$ cat src/rtl/snake_game_ctrl.sv
// Snake game sequencer: owns the MENU/CLEAR/INIT/PLAY/PAUSE/OVER state machine,
// the clear-screen sweep, the movement step timer, the reversal-filtered
// direction and the saturating score.
module snake_game_ctrl #(
   parameter int unsigned STEP_CYCLES = 32'd2520000,
   parameter int unsigned SPEEDUP     = 32'd126000,
   parameter int unsigned MIN_STEP    = 32'd630000,
   parameter int unsigned SCREEN_W    = 32'd160,
   parameter int unsigned SCREEN_H    = 32'd120
) (
   input  logic       clk,
   input  logic       resetn,
   input  logic       start,
   input  logic       pause_btn,
   input  logic [4:0] dir_req,
   input  logic       ate,
   input  logic       collide,
   output logic       inmenu,
   output logic       ingame,
   output logic       step,
   output logic [1:0] dir,
   output logic [7:0] clr_x,
   output logic [6:0] clr_y,
   output logic       clr_we,
   output logic [7:0] score,
   output logic       game_over,
   output logic [2:0] state
);

   typedef enum logic [2:0] {
      ST_MENU  = 3'd0,
      ST_CLEAR = 3'd1,
      ST_INIT  = 3'd2,
      ST_PLAY  = 3'd3,
      ST_PAUSE = 3'd4,
      ST_OVER  = 3'd5
   } state_e;

   localparam logic [7:0]  X_LAST   = 8'(SCREEN_W - 32'd1);
   localparam logic [6:0]  Y_LAST   = 7'(SCREEN_H - 32'd1);
   localparam logic [31:0] HEADROOM = 32'(STEP_CYCLES - MIN_STEP);
   // Period at score 0; the max() guards a configuration with STEP_CYCLES < MIN_STEP.
   localparam logic [31:0] PERIOD0  = (STEP_CYCLES > MIN_STEP) ? 32'(STEP_CYCLES) : 32'(MIN_STEP);

   state_e      state_q;
   logic        start_low_q;   // start has been seen low since reset: arms the edge detector
   logic [31:0] timer_q;
   logic [1:0]  dir_q;
   logic [1:0]  pend_q;
   logic [7:0]  x_q;
   logic [6:0]  y_q;
   logic        we_q;
   logic        step_q;
   logic [7:0]  score_q;

   logic        start_rise_d;
   logic        req_valid_d;
   logic [1:0]  req_code_d;
   logic        req_ok_d;
   logic [31:0] speed_cut_d;
   logic [31:0] period_d;

   // Start edge detect and one-hot direction decode with reversal rejection.
   always_comb begin
      start_rise_d = start & start_low_q;
      req_valid_d  = 1'b1;
      req_code_d   = 2'b00;
      case (dir_req)
         5'b00010: req_code_d = 2'b00;
         5'b00100: req_code_d = 2'b01;
         5'b01000: req_code_d = 2'b10;
         5'b10000: req_code_d = 2'b11;
         default:  req_valid_d = 1'b0;
      endcase
      // Opposite directions differ only in the upper code bit.
      req_ok_d = req_valid_d && (req_code_d != (dir_q ^ 2'b10));
   end

   // Step period for the current score, clamped at MIN_STEP without underflow.
   always_comb begin
      speed_cut_d = 32'(score_q) * 32'(SPEEDUP);
      if (speed_cut_d >= HEADROOM) begin
         period_d = 32'(MIN_STEP);
      end else begin
         period_d = 32'(STEP_CYCLES) - speed_cut_d;
      end
   end

   // Game state machine with its registered sweep, timer, direction and score.
   always_ff @(posedge clk or negedge resetn) begin
      if (!resetn) begin
         state_q     <= ST_MENU;
         start_low_q <= 1'b0;
         timer_q     <= 32'd0;
         dir_q       <= 2'b11;
         pend_q      <= 2'b11;
         x_q         <= 8'd0;
         y_q         <= 7'd0;
         we_q        <= 1'b0;
         step_q      <= 1'b0;
         score_q     <= 8'd0;
      end else begin
         start_low_q <= ~start;
         step_q      <= 1'b0;
         case (state_q)
            ST_MENU: begin
               if (start_rise_d) begin
                  state_q <= ST_CLEAR;
                  x_q     <= 8'd0;
                  y_q     <= 7'd0;
                  we_q    <= 1'b1;
               end
            end
            ST_CLEAR: begin
               if (x_q == X_LAST) begin
                  x_q <= 8'd0;
                  if (y_q == Y_LAST) begin
                     y_q     <= 7'd0;
                     we_q    <= 1'b0;
                     state_q <= ST_INIT;
                  end else begin
                     y_q <= y_q + 7'd1;
                  end
               end else begin
                  x_q <= x_q + 8'd1;
               end
            end
            ST_INIT: begin
               score_q <= 8'd0;
               dir_q   <= 2'b11;
               pend_q  <= 2'b11;
               timer_q <= PERIOD0;
               state_q <= ST_PLAY;
            end
            ST_PLAY: begin
               if (req_ok_d) begin
                  pend_q <= req_code_d;
               end
               // A due step always fires, even on the cycle that pauses or ends the game.
               if (timer_q == 32'd0) begin
                  step_q  <= 1'b1;
                  dir_q   <= pend_q;
                  timer_q <= period_d;
               end else if (pause_btn && !collide) begin
                  // Pausing freezes the timer on the pause cycle itself.
                  timer_q <= timer_q;
               end else begin
                  timer_q <= timer_q - 32'd1;
               end
               if (collide) begin
                  state_q <= ST_OVER;
               end else begin
                  if (ate && (score_q != 8'd255)) begin
                     score_q <= score_q + 8'd1;
                  end
                  if (pause_btn) begin
                     state_q <= ST_PAUSE;
                  end
               end
            end
            ST_PAUSE: begin
               if (pause_btn) begin
                  state_q <= ST_PLAY;
               end
            end
            ST_OVER: begin
               if (start_rise_d) begin
                  state_q <= ST_CLEAR;
                  x_q     <= 8'd0;
                  y_q     <= 7'd0;
                  we_q    <= 1'b1;
               end
            end
            default: begin
               state_q <= ST_MENU;
               we_q    <= 1'b0;
            end
         endcase
      end
   end

   assign inmenu    = (state_q == ST_MENU) || (state_q == ST_CLEAR) || (state_q == ST_INIT);
   assign ingame    = (state_q == ST_PLAY) || (state_q == ST_PAUSE);
   assign game_over = (state_q == ST_OVER);
   assign step      = step_q;
   assign dir       = dir_q;
   assign clr_x     = x_q;
   assign clr_y     = y_q;
   assign clr_we    = we_q;
   assign score     = score_q;
   assign state     = state_q;

endmodule

$ cat config.mk
export PLATFORM = sky130hd
export DESIGN_NAME = snake_game_ctrl
export DESIGN_NICKNAME = d
export VERILOG_FILES = /design/src/rtl/snake_game_ctrl.sv
export SDC_FILE = /design/constraint.sdc
export NUM_CORES = 1
export LEC_CHECK = 0
export CORE_MARGIN = 3
export CORE_UTILIZATION = 40
export DETAILED_ROUTE_END_ITERATION = 12
export GPL_TIMING_DRIVEN = 0
export HOLD_SLACK_MARGIN = 0.15
export PLACE_DENSITY = 0.71
export SLEW_MARGIN = 5
export SYNTH_ARGS = -nofsm -noshare
export SYNTH_HDL_FRONTEND = slang
export SYNTH_SLANG_ARGS = --single-unit
$ cat constraint.sdc
create_clock -name clk -period 4.5 [get_ports clk]
set_input_delay 0.675 -clock clk [delete_from_list [all_inputs] [get_ports clk]]
set_output_delay 0.675 -clock clk [all_outputs]
set_load 0.05 [all_outputs]
### After elaboration in Yosys (flattened, before gate mapping)

Index checks and enable logic that the tools add are counted.

| storage, ports and cells | value |
|---|---|
| logic and storage cells | 99 |
| register bits | 65 |
| output and inout bits | 33 |

| cells by class | value |
|---|---|
| bitwise operators | 4 |
| magnitude comparators | 1 |
| eq/ne operators | 23 |
| add/subtract/negate cells | 5 |
| reduce and logical (&&, ||, !) cells | 22 |
| multiplexer cells | 33 |
| multipliers | 1 |

Operator list:

| cell | number |
|---|---|
| $mux 32 | 3 |
| $pmux 32 s2 | 1 |
| $logic_not 32->1 | 1 |
| $mux 8 | 4 |
| $pmux 8 s2 | 2 |
| $sub 32x1->32 const B | 1 |
| $sub 22x25->26 const A | 1 |
| $ge 25x21->1 const B | 1 |
| $mul 8x13->21 const B | 1 |
| $mux 7 | 3 |
| $mux 3 | 6 |
| $add 8x1->8 const B | 2 |
| $pmux 3 s5 | 1 |
| $ne 2x2->1 const B | 7 |
| $pmux 7 s2 | 1 |
| $eq 8x8->1 const B | 1 |
| $ne 8x8->1 const B | 1 |
| $pmux 2 s2 | 2 |
| $reduce_and 2->1 | 4 |
| $add 7x1->7 const B | 1 |
| $eq 7x7->1 const B | 1 |
| $eq 3x2->1 const B | 2 |
| $eq 3x3->1 const B | 2 |
| $mux 1 | 6 |
| 24 further kinds | 34 |

### Longest topological paths before layout

Gate-level depths: netlist of the first run.

| depth | value |
|---|---|
| word-level depth | 6 |
| depth in mapped cells | 19 |
| gate-level depth less buffers | 18 |

### Least setup slack after synthesis of the first run

OpenSTA, ideal clock, no wires.

| timing | value |
|---|---|
| path kind | reg2reg |
| start | register score_q[6], in the netlist score[6] |
| end | register timer_q[16] |
| library setup time | 0.130 ns |
| arrival | 5.087 ns |
| slack | -0.717 ns |
| period minus slack after synthesis | 5.217 ns |
| cell stages (with the launch flop) | 20 |
| required time | 4.370 ns |
| path buffers | 1 |
| path through | dfrtp_1 > inv_1 > ha_1 > xnor2_1 > ha_1 > or2_2 > fa_1 > inv_1 > fa_1 > inv_1 > ha_1 > clkbuf_1 > nand4_1 > a31oi_1 > nor4_1 > o31a_1 > nor4_1 > nand4_2 > a2111oi_1 > o21ai_1 |

| on the way | value |
|---|---|
| cells in the longest elaborated chain, start to end | 5 |
| elaborated cells between the ends (all ways) | 6 |

RTL lines:

| what | RTL line | text |
|---|---|---|
| start, declared | 54 | `logic [7:0] score_q;` |
| start signal, assigned | 154 | `score_q <= score_q + 8'd1;` |
| $mul 8x13->21 * | 81 | `speed_cut_d = 32'(score_q) * 32'(SPEEDUP);` |
| $sub 22x25->26 or $ge 25x21->1 (tied branches) | 85, 82 |  |
| $mux 32 * | 82 | `if (speed_cut_d >= HEADROOM) begin` |
| $mux 32 * | 140 | `if (timer_q == 32'd0) begin` |
| $pmux 32 s2 * | 105 | `case (state_q)` |
| end signal, assigned | 143 | `timer_q <= period_d;` |
| end signal, assigned | 146 | `timer_q <= timer_q;` |
| end signal, assigned | 148 | `timer_q <= timer_q - 32'd1;` |
| end, declared | 47 | `logic [31:0] timer_q;` |

Mark *: on every way between the ends. The rest lies on a longest branch, timed or not.
A chain may end at the register's enable or synchronous reset.

### Final worst setup path of the first run

| timing | value |
|---|---|
| start | register score_q[2], in the netlist score[2] |
| end | register timer_q[13] |

The elaborated chain is that of the path after synthesis.

==> impl_results.md, run 1 <==
- Post-synthesis sequential area ratio: 25.2%
- Ys flop type: dfrtp_1
- Final hold vios: 0
- Violated checks: setup timing
- Initial antenna violation count: 0
- Synth area leader: dfrtp_1
- Clock Tree Buf Depth: 2
- Synth Warn #: 0
- Io pins: 44
- 1st-iter DRT viols: 326
- Max-slew violations: 0
- CTS sink count: 65
- Critical path data arrival time: 5.09 ns
- Syn Nets: 855
- Worst EP required: 4.72 ns
- Worst setup margin: -0.370 ns
- Final #Nets: 935
- Layout cell share with drive strength beyond 1: 16.4%
- Vias per cell: 5.65
- Initial Util: 41.8%
- Mean Syn Cell Area: 8.47 um^2
- Worst reg-to-reg path cell count: 18
- Critical path endpoint category: register
- Cts bufs inserted: 9
- RSZ-0062 raised after global routing: yes
- Worst min path class: primary input to async pin
- Die height: 133 um
- Post-layout util: 51.5%
- Reg area: 1640 um^2
- Reg-to-reg endpoint: timer_q[13]$_DFFE_PN0P_
- Post-synth EDFFs: 0
- Port bufs: 43
- Post-layout min period: 4.87 ns
- Largest net degree at the start of global routing: 66
- Mapped cell area: 6460 um^2
- DR vias: 5,988
- CORE AREA: 15,500 um^2
- Area fraction of the dominant cell type after synthesis: 23.6%
- Crit Path Category: register to register
- Vias in the first global route: 5,737
- CTS tree: done
- Startpoint types: register
- Achievable frequency: 0.205 GHz
- Setup crit end: timer_q[13]$_DFFE_PN0P_
- Actual slew at the worst max-slew pin: 0.864 ns
- Total Wirelength: 16,600 um
- Worst Skew: 0.00580 ns
- Pleak: 0.00336 uW
- Setup slack, reg-to-reg: -0.37 ns
- Outcome: finished, violations left
- Worst VDD drop: 0.558 mV
- Die span in x: 133 um
- Total grt overflow: 0
- Antenna diodes: 0
- Post-DP HPWL: 12,300 um
- Final Power: 5600 uW
- FFs w/ async S/R, synth: 100%
- Netlist cell types: 81
- Fin area: 7980 um^2
- Clock transition at path regs: 0.05 ns
- Routed len/inst: 15.7 um
- Footprint of the multi-input gates: 4810 um^2
- Worst slew margin relative to its limit: 42.0%
- Mapped Cells: 763
- First-pass GRT wire length: 27,700 um
- Rows: 45
- Fraction of the cycle the final worst path needs: 108%
- Worst skew pair latency: 0.34 ns
- Drt pass-1 iters: 5
- Synth top area cells: dfrtp_1 24%, ha_1 12%, fa_1 6.2%, o21ai_0 4.6%, xnor2_1 4.3%
- Synth-to-layout area growth: 23.4%
- Root Driver: clkbuf_16
- Worst setup path start: score[2]$_DFFE_PN0P_
- Yosys reg bits: 65
- DIE AREA: 17,700 um^2
- CTS H-tree depth: 3
- Fill cells: 1,444
- CP max FO: 5
- R2r startpoint: score[2]$_DFFE_PN0P_
- Max Cap Violations: 0
- Final setup vio count: 18
- Final Wtd Congestion: 0.859
- Post-route ant nets: 0
- # DRC: 0
- Tot GR Track Use: 18.7%
- Placed cell area: 7270 um^2
- Pwr per Cell Area: 702 nW/um^2
==> per-stage QoR <==
step | std cells | hold slack, ns | setup TNS (ns) | setup WS (ns)
5_1_grt | 1059 | 0.516 | -9.27 | -0.552
3_3_place_gp | 1017 | 0.491 | -7.47 | -0.576
2_1_floorplan | 763 | 0.379 | -0.580 | -0.105
6_report | 1059 | 0.428 | -6.01 | -0.370
3_5_place_dp | 1017 | 0.490 | -7.64 | -0.574
4_1_cts | 1050 | 0.468 | -5.50 | -0.354
==> how the worst min path moves through the flow <==
stage | to | slack [ns] | cells after the start | start
2_1_floorplan | clr_we$_DFFE_PN0P_ | 0.38 | 0 | resetn
3_3_place_gp | pend_q[0]$_DFFE_PN1P_ | 0.49 | 2 | pend_q[0]$_DFFE_PN1P_
3_5_place_dp | timer_q[27]$_DFFE_PN0P_ | 0.49 | 2 | timer_q[27]$_DFFE_PN0P_
4_1_cts | clr_y[3]$_DFFE_PN0P_ | 0.47 | 1 | resetn
5_1_grt | clr_y[3]$_DFFE_PN0P_ | 0.52 | 1 | resetn
6_report | clr_y[4]$_DFFE_PN0P_ | 0.43 | 1 | resetn
==> routing by layer <==
| metal | vias up | share of wire (%) | track usage [%] |
|---|---|---|---|
| li1 | 2946 | - | - |
| met1 | 2914 | 49 | 25.7 |
| met2 | 111 | 47 | 30.6 |
| met3 | 17 | 3.3 | 2.76 |
| met4 | 0 | 1.2 | 5.60 |
| met5 | - | 0 | 0 |
==> worst max-delay path, cell delays in order (launching register included) <==
cell and delay [ns]:
dfrtp_2 0.44, fa_1 0.58, inv_1 0.06, fa_1 0.50
inv_2 0.04, fa_1 0.49, inv_2 0.04, fa_1 0.48
inv_2 0.05, ha_4 0.25, buf_6 0.12, and3_4 0.18
a221o_1 0.32, a311o_1 0.38, a2111oi_4 0.27, buf_4 0.20
buf_6 0.12, nor4_2 0.04, o22a_1 0.20
==> final cells by class <==
type	instances	share of cell area, %
multi-input combinational	624	60.3
sequential	65	20.6
timing repair buffer	71	8.34
tap	211	3.31
clock buffer	11	3.17
inverter	53	2.54
buffer	19	1.38
clock inverter	5	0.376
==> cells in the final DEF, fill, tap and decap left out, types with 21 or more instances in the layout <==
cell / n
a21oi_1: 49
buf_4: 24
clkdlybuf4s50_1: 42
dfrtp_1: 53
ha_1: 55
inv_1: 48
nand2_1: 59
nor2_1: 64
o21ai_0: 58
o21ai_1: 21
xnor2_1: 29
==> cell families (layout without fill, tap and decap cells) <==
group                    count (synthesis)  after routing  synth area share (%)
AND/OR/NAND/NOR                        261            261                  21.3
AO/OA/AOI/OAI                          227            227                  23.3
adder cells (fa/ha/maj)                 81             81                  18.0
buffers and inverters                   74            159                  4.57
flip-flops                              65             65                  25.2
XOR/XNOR                                51             51                  7.03
multiplexers                             4              4                 0.639
==> registers in the layout, summed over array words and instances, names as in the netlist <==
register / flops
dir: 2
clr_y: 7
score: 8
start_low_q: 1
timer_q: 32
clr_x: 8
pend_q: 2
clr_we: 1
state: 3
step: 1
==> synthesized netlist by cell type (4+ instances only) <==
cell and instances:
inv_1 53, nand2_1 59, ha_1 61, o22a_1 7, o21ai_0 60, o21a_1 5, fa_1 20, nand3_1 19
a21o_1 13, or4_1 6, nand2b_1 10, dfrtp_1 61, nor2b_1 9, o211ai_1 4, and3_1 8, xor2_1 18
nor4_1 17, dfstp_2 4, or3_1 6, nor3_1 19, a31oi_1 11, nand4_1 13, o21ai_1 21, nor2_1 64
xnor2_1 32, a311o_1 4, or2_2 6, clkbuf_1 12, o31ai_1 7, and2_1 5, buf_2 8, a21oi_1 50
==> power by group <==
group	switching (uW)	internal (uW)	total [uW]	leakage, uW
registers	186	723	909	0.000807
clock network	253	399	652	0.000137
logic	2300	1740	4040	0.00242
total	2740	2860	5600	0.00336
==> timing repair <==
action	CTS	global route
hold endpoints to repair	0	0
pin swaps	16	17
endpoints found under the setup margin	18	18
setup buffers	17	12
gates resized for setup	21	23
hold buffers	0	0
(Power assumes the default switching activity.)
==> run 2, diff against run 1 <==
--- a/config.mk
+++ b/config.mk
@@ -11,6 +11,7 @@
 export GPL_TIMING_DRIVEN = 0
 export HOLD_SLACK_MARGIN = 0.15
 export PLACE_DENSITY = 0.71
+export SKIP_LAST_GASP = 1
 export SLEW_MARGIN = 5
 export SYNTH_ARGS = -nofsm -noshare
 export SYNTH_HDL_FRONTEND = slang
==> run 2 against run 1 <==
- the run still ends with setup timing left
- core utilization decreased by 0.073 points
- clock power about the same
- die area did not move
- worst setup slack worse by 0.0082 ns
- cell count is the same
- clock skew is 0.00057 ns higher
- global-route usage unchanged
- critical endpoint is now timer_q[14]$_DFFE_PN0P_
==> impl_results.md, run 2 (same netlist as run 1, synthesis figures left out) <==
- Outcome: finished, violations left
- Violated checks: setup timing
- Clock transition at path regs: 0.05 ns
- Final hold vios: 0
- Drt pass-1 iters: 5
- Vias per cell: 5.67
- Pwr per Cell Area: 701 nW/um^2
- Commonest non-fill, non-tap cell in the layout: nor2_1
- Final hold slack: 0.431 ns
- Post-layout min period: 4.88 ns
- Fraction of the cycle the final worst path needs: 108%
- Post-DP HPWL: 12,300 um
- Achievable frequency: 0.205 GHz
- Antenna diodes: 0
- Total Wirelength: 16,600 um
- Final #Nets: 935
- Largest net degree at the start of global routing: 66
- Max Cap Violations: 0
- Worst Skew: 0.00637 ns
- Rows: 45
- Layout cell share with drive strength beyond 1: 16.2%
- CTS tree: done
- Worst setup path start: score[2]$_DFFE_PN0P_
- Routed len/inst: 15.6 um
- Final Wtd Congestion: 0.859
- Fill cells: 1,444
- Io pins: 44
- Reg-to-reg endpoint: timer_q[14]$_DFFE_PN0P_
- Max-slew violations: 0
- # DRC: 0
- Total grt overflow: 0
- Most frequent cells in the layout: 64 x nor2_1, 59 x nand2_1, 58 x o21ai_0
- Port bufs: 43
- CTS sink count: 65
- Hold Buf Count CTS: 0
- Critical path data arrival time: 5.10 ns
- Cts bufs inserted: 9
- Post-route ant nets: 0
- Clock Tree Buf Depth: 2
- Crit Path Category: register to register
- Tot GR Track Use: 18.7%
- Initial Util: 41.8%
- Synth-to-layout area growth: 23.2%
- DIE AREA: 17,700 um^2
- Critical path endpoint category: register
- Initial antenna violation count: 0
- Worst setup margin: -0.378 ns
- Final Power: 5580 uW
- Startpoint types: register
- Largest register FFs: 32
- Post-route insts no fill: 1,059
- Actual slew at the worst max-slew pin: 0.865 ns
- CORE AREA: 15,500 um^2
- Final setup TNS: -6.25 ns
- DR vias: 6,008
- CTS H-tree depth: 3
- Setup slack, reg-to-reg: -0.38 ns
- Largest register by flop count: timer_q
- R2r startpoint: score[2]$_DFFE_PN0P_
- Vias in the first global route: 5,737
- Worst skew pair latency: 0.34 ns
- Die span in x: 133 um
- Pleak: 0.00336 uW
- CP max FO: 5
- Worst VDD drop: 0.558 mV
- Worst reg-to-reg path cell count: 18
- First-pass GRT wire length: 27,700 um
- Worst EP required: 4.72 ns
- Worst slew margin relative to its limit: 41.9%
- 1st-iter DRT viols: 328
- Final setup vio count: 18
- Worst min path class: primary input to async pin
- RSZ-0062 raised after global routing: yes
- Die height: 133 um
- Inst Count DP: 1,017
- Root Driver: clkbuf_16
==> run 2: worst max path at each step <==
| stage | end | cells past startpoint | slack (ns) |
|---|---|---|---|
| floorplan | timer_q[14]$_DFFE_PN0P_ | 15 | -0.11 |
| global placement | timer_q[4]$_DFFE_PN0P_ | 15 | -0.58 |
| detailed placement | timer_q[4]$_DFFE_PN0P_ | 15 | -0.57 |
| CTS | timer_q[5]$_DFFE_PN0P_ | 18 | -0.35 |
| global route | timer_q[19]$_DFFE_PN0P_ | 19 | -0.56 |
| finish | timer_q[14]$_DFFE_PN0P_ | 18 | -0.38 |
==> run 2: final cells by class <==
type	instances	area (um^2)	area share, %
buffer	19	110	1.38
clock buffer	11	253	3.17
clock inverter	5	30.0	0.377
inverter	53	203	2.54
multi-input combinational	624	4800	60.3
sequential	65	1640	20.6
tap	211	264	3.31
timing repair buffer	71	662	8.31
==> run 2: worst max-delay path: stages, from the launching register on <==
cell	delay, ns
dfrtp_2	0.44
fa_1	0.58
inv_1	0.06
fa_1	0.50
inv_2	0.04
fa_1	0.49
inv_2	0.04
fa_1	0.48
inv_2	0.05
ha_4	0.25
buf_6	0.12
and3_4	0.18
a221o_1	0.32
a311o_1	0.38
a2111oi_4	0.27
buf_4	0.19
buf_4	0.12
nor3_4	0.05
o21a_1	0.21
==> run 2: where the power goes <==
group | total (uW) | internal, uW | leakage, uW | switching (uW)
registers | 909 | 723 | 0.000807 | 186
logic | 4020 | 1730 | 0.00242 | 2300
clock network | 651 | 399 | 0.000137 | 252
==> run 2: routing by layer <==
metal  GRT usage (%)  wire length [um]  vias to the layer above
met1            25.7              8090                     2924
met2            30.6              7700                      120
met4            5.60               225                        0
met3            2.76               552                       17
met5               0                 0                        -
li1                -                 -                     2947
==> run 2: repair_timing <==
action                                 4_1_cts  5_1_grt
buffers inserted                            17       12
setup endpoints to repair                   18       18
pin swaps                                   16       17
gates resized for setup                     21       20
endpoints found under the hold margin        0        0
==> run 2: per-stage QoR <==
stage               instance area (um^2)  worst slack [ns]  utilization (%)
global route                        7970            -0.558             51.5
CTS                                 7820            -0.354             50.5
detailed placement                  7270            -0.574             46.9
global placement                    7270            -0.576             47.0
floorplan                           6580            -0.105                -
finish                              7970            -0.378             51.5
==> run 3, diff against run 2 <==
--- a/config.mk
+++ b/config.mk
@@ -7,6 +7,7 @@
 export LEC_CHECK = 0
 export CORE_MARGIN = 3
 export CORE_UTILIZATION = 40
+export CTS_CLUSTER_SIZE = 24
 export DETAILED_ROUTE_END_ITERATION = 12
 export GPL_TIMING_DRIVEN = 0
 export HOLD_SLACK_MARGIN = 0.15
==> results of run 3 <==
Final layout, timing and power as in run 2 (identical DEF).
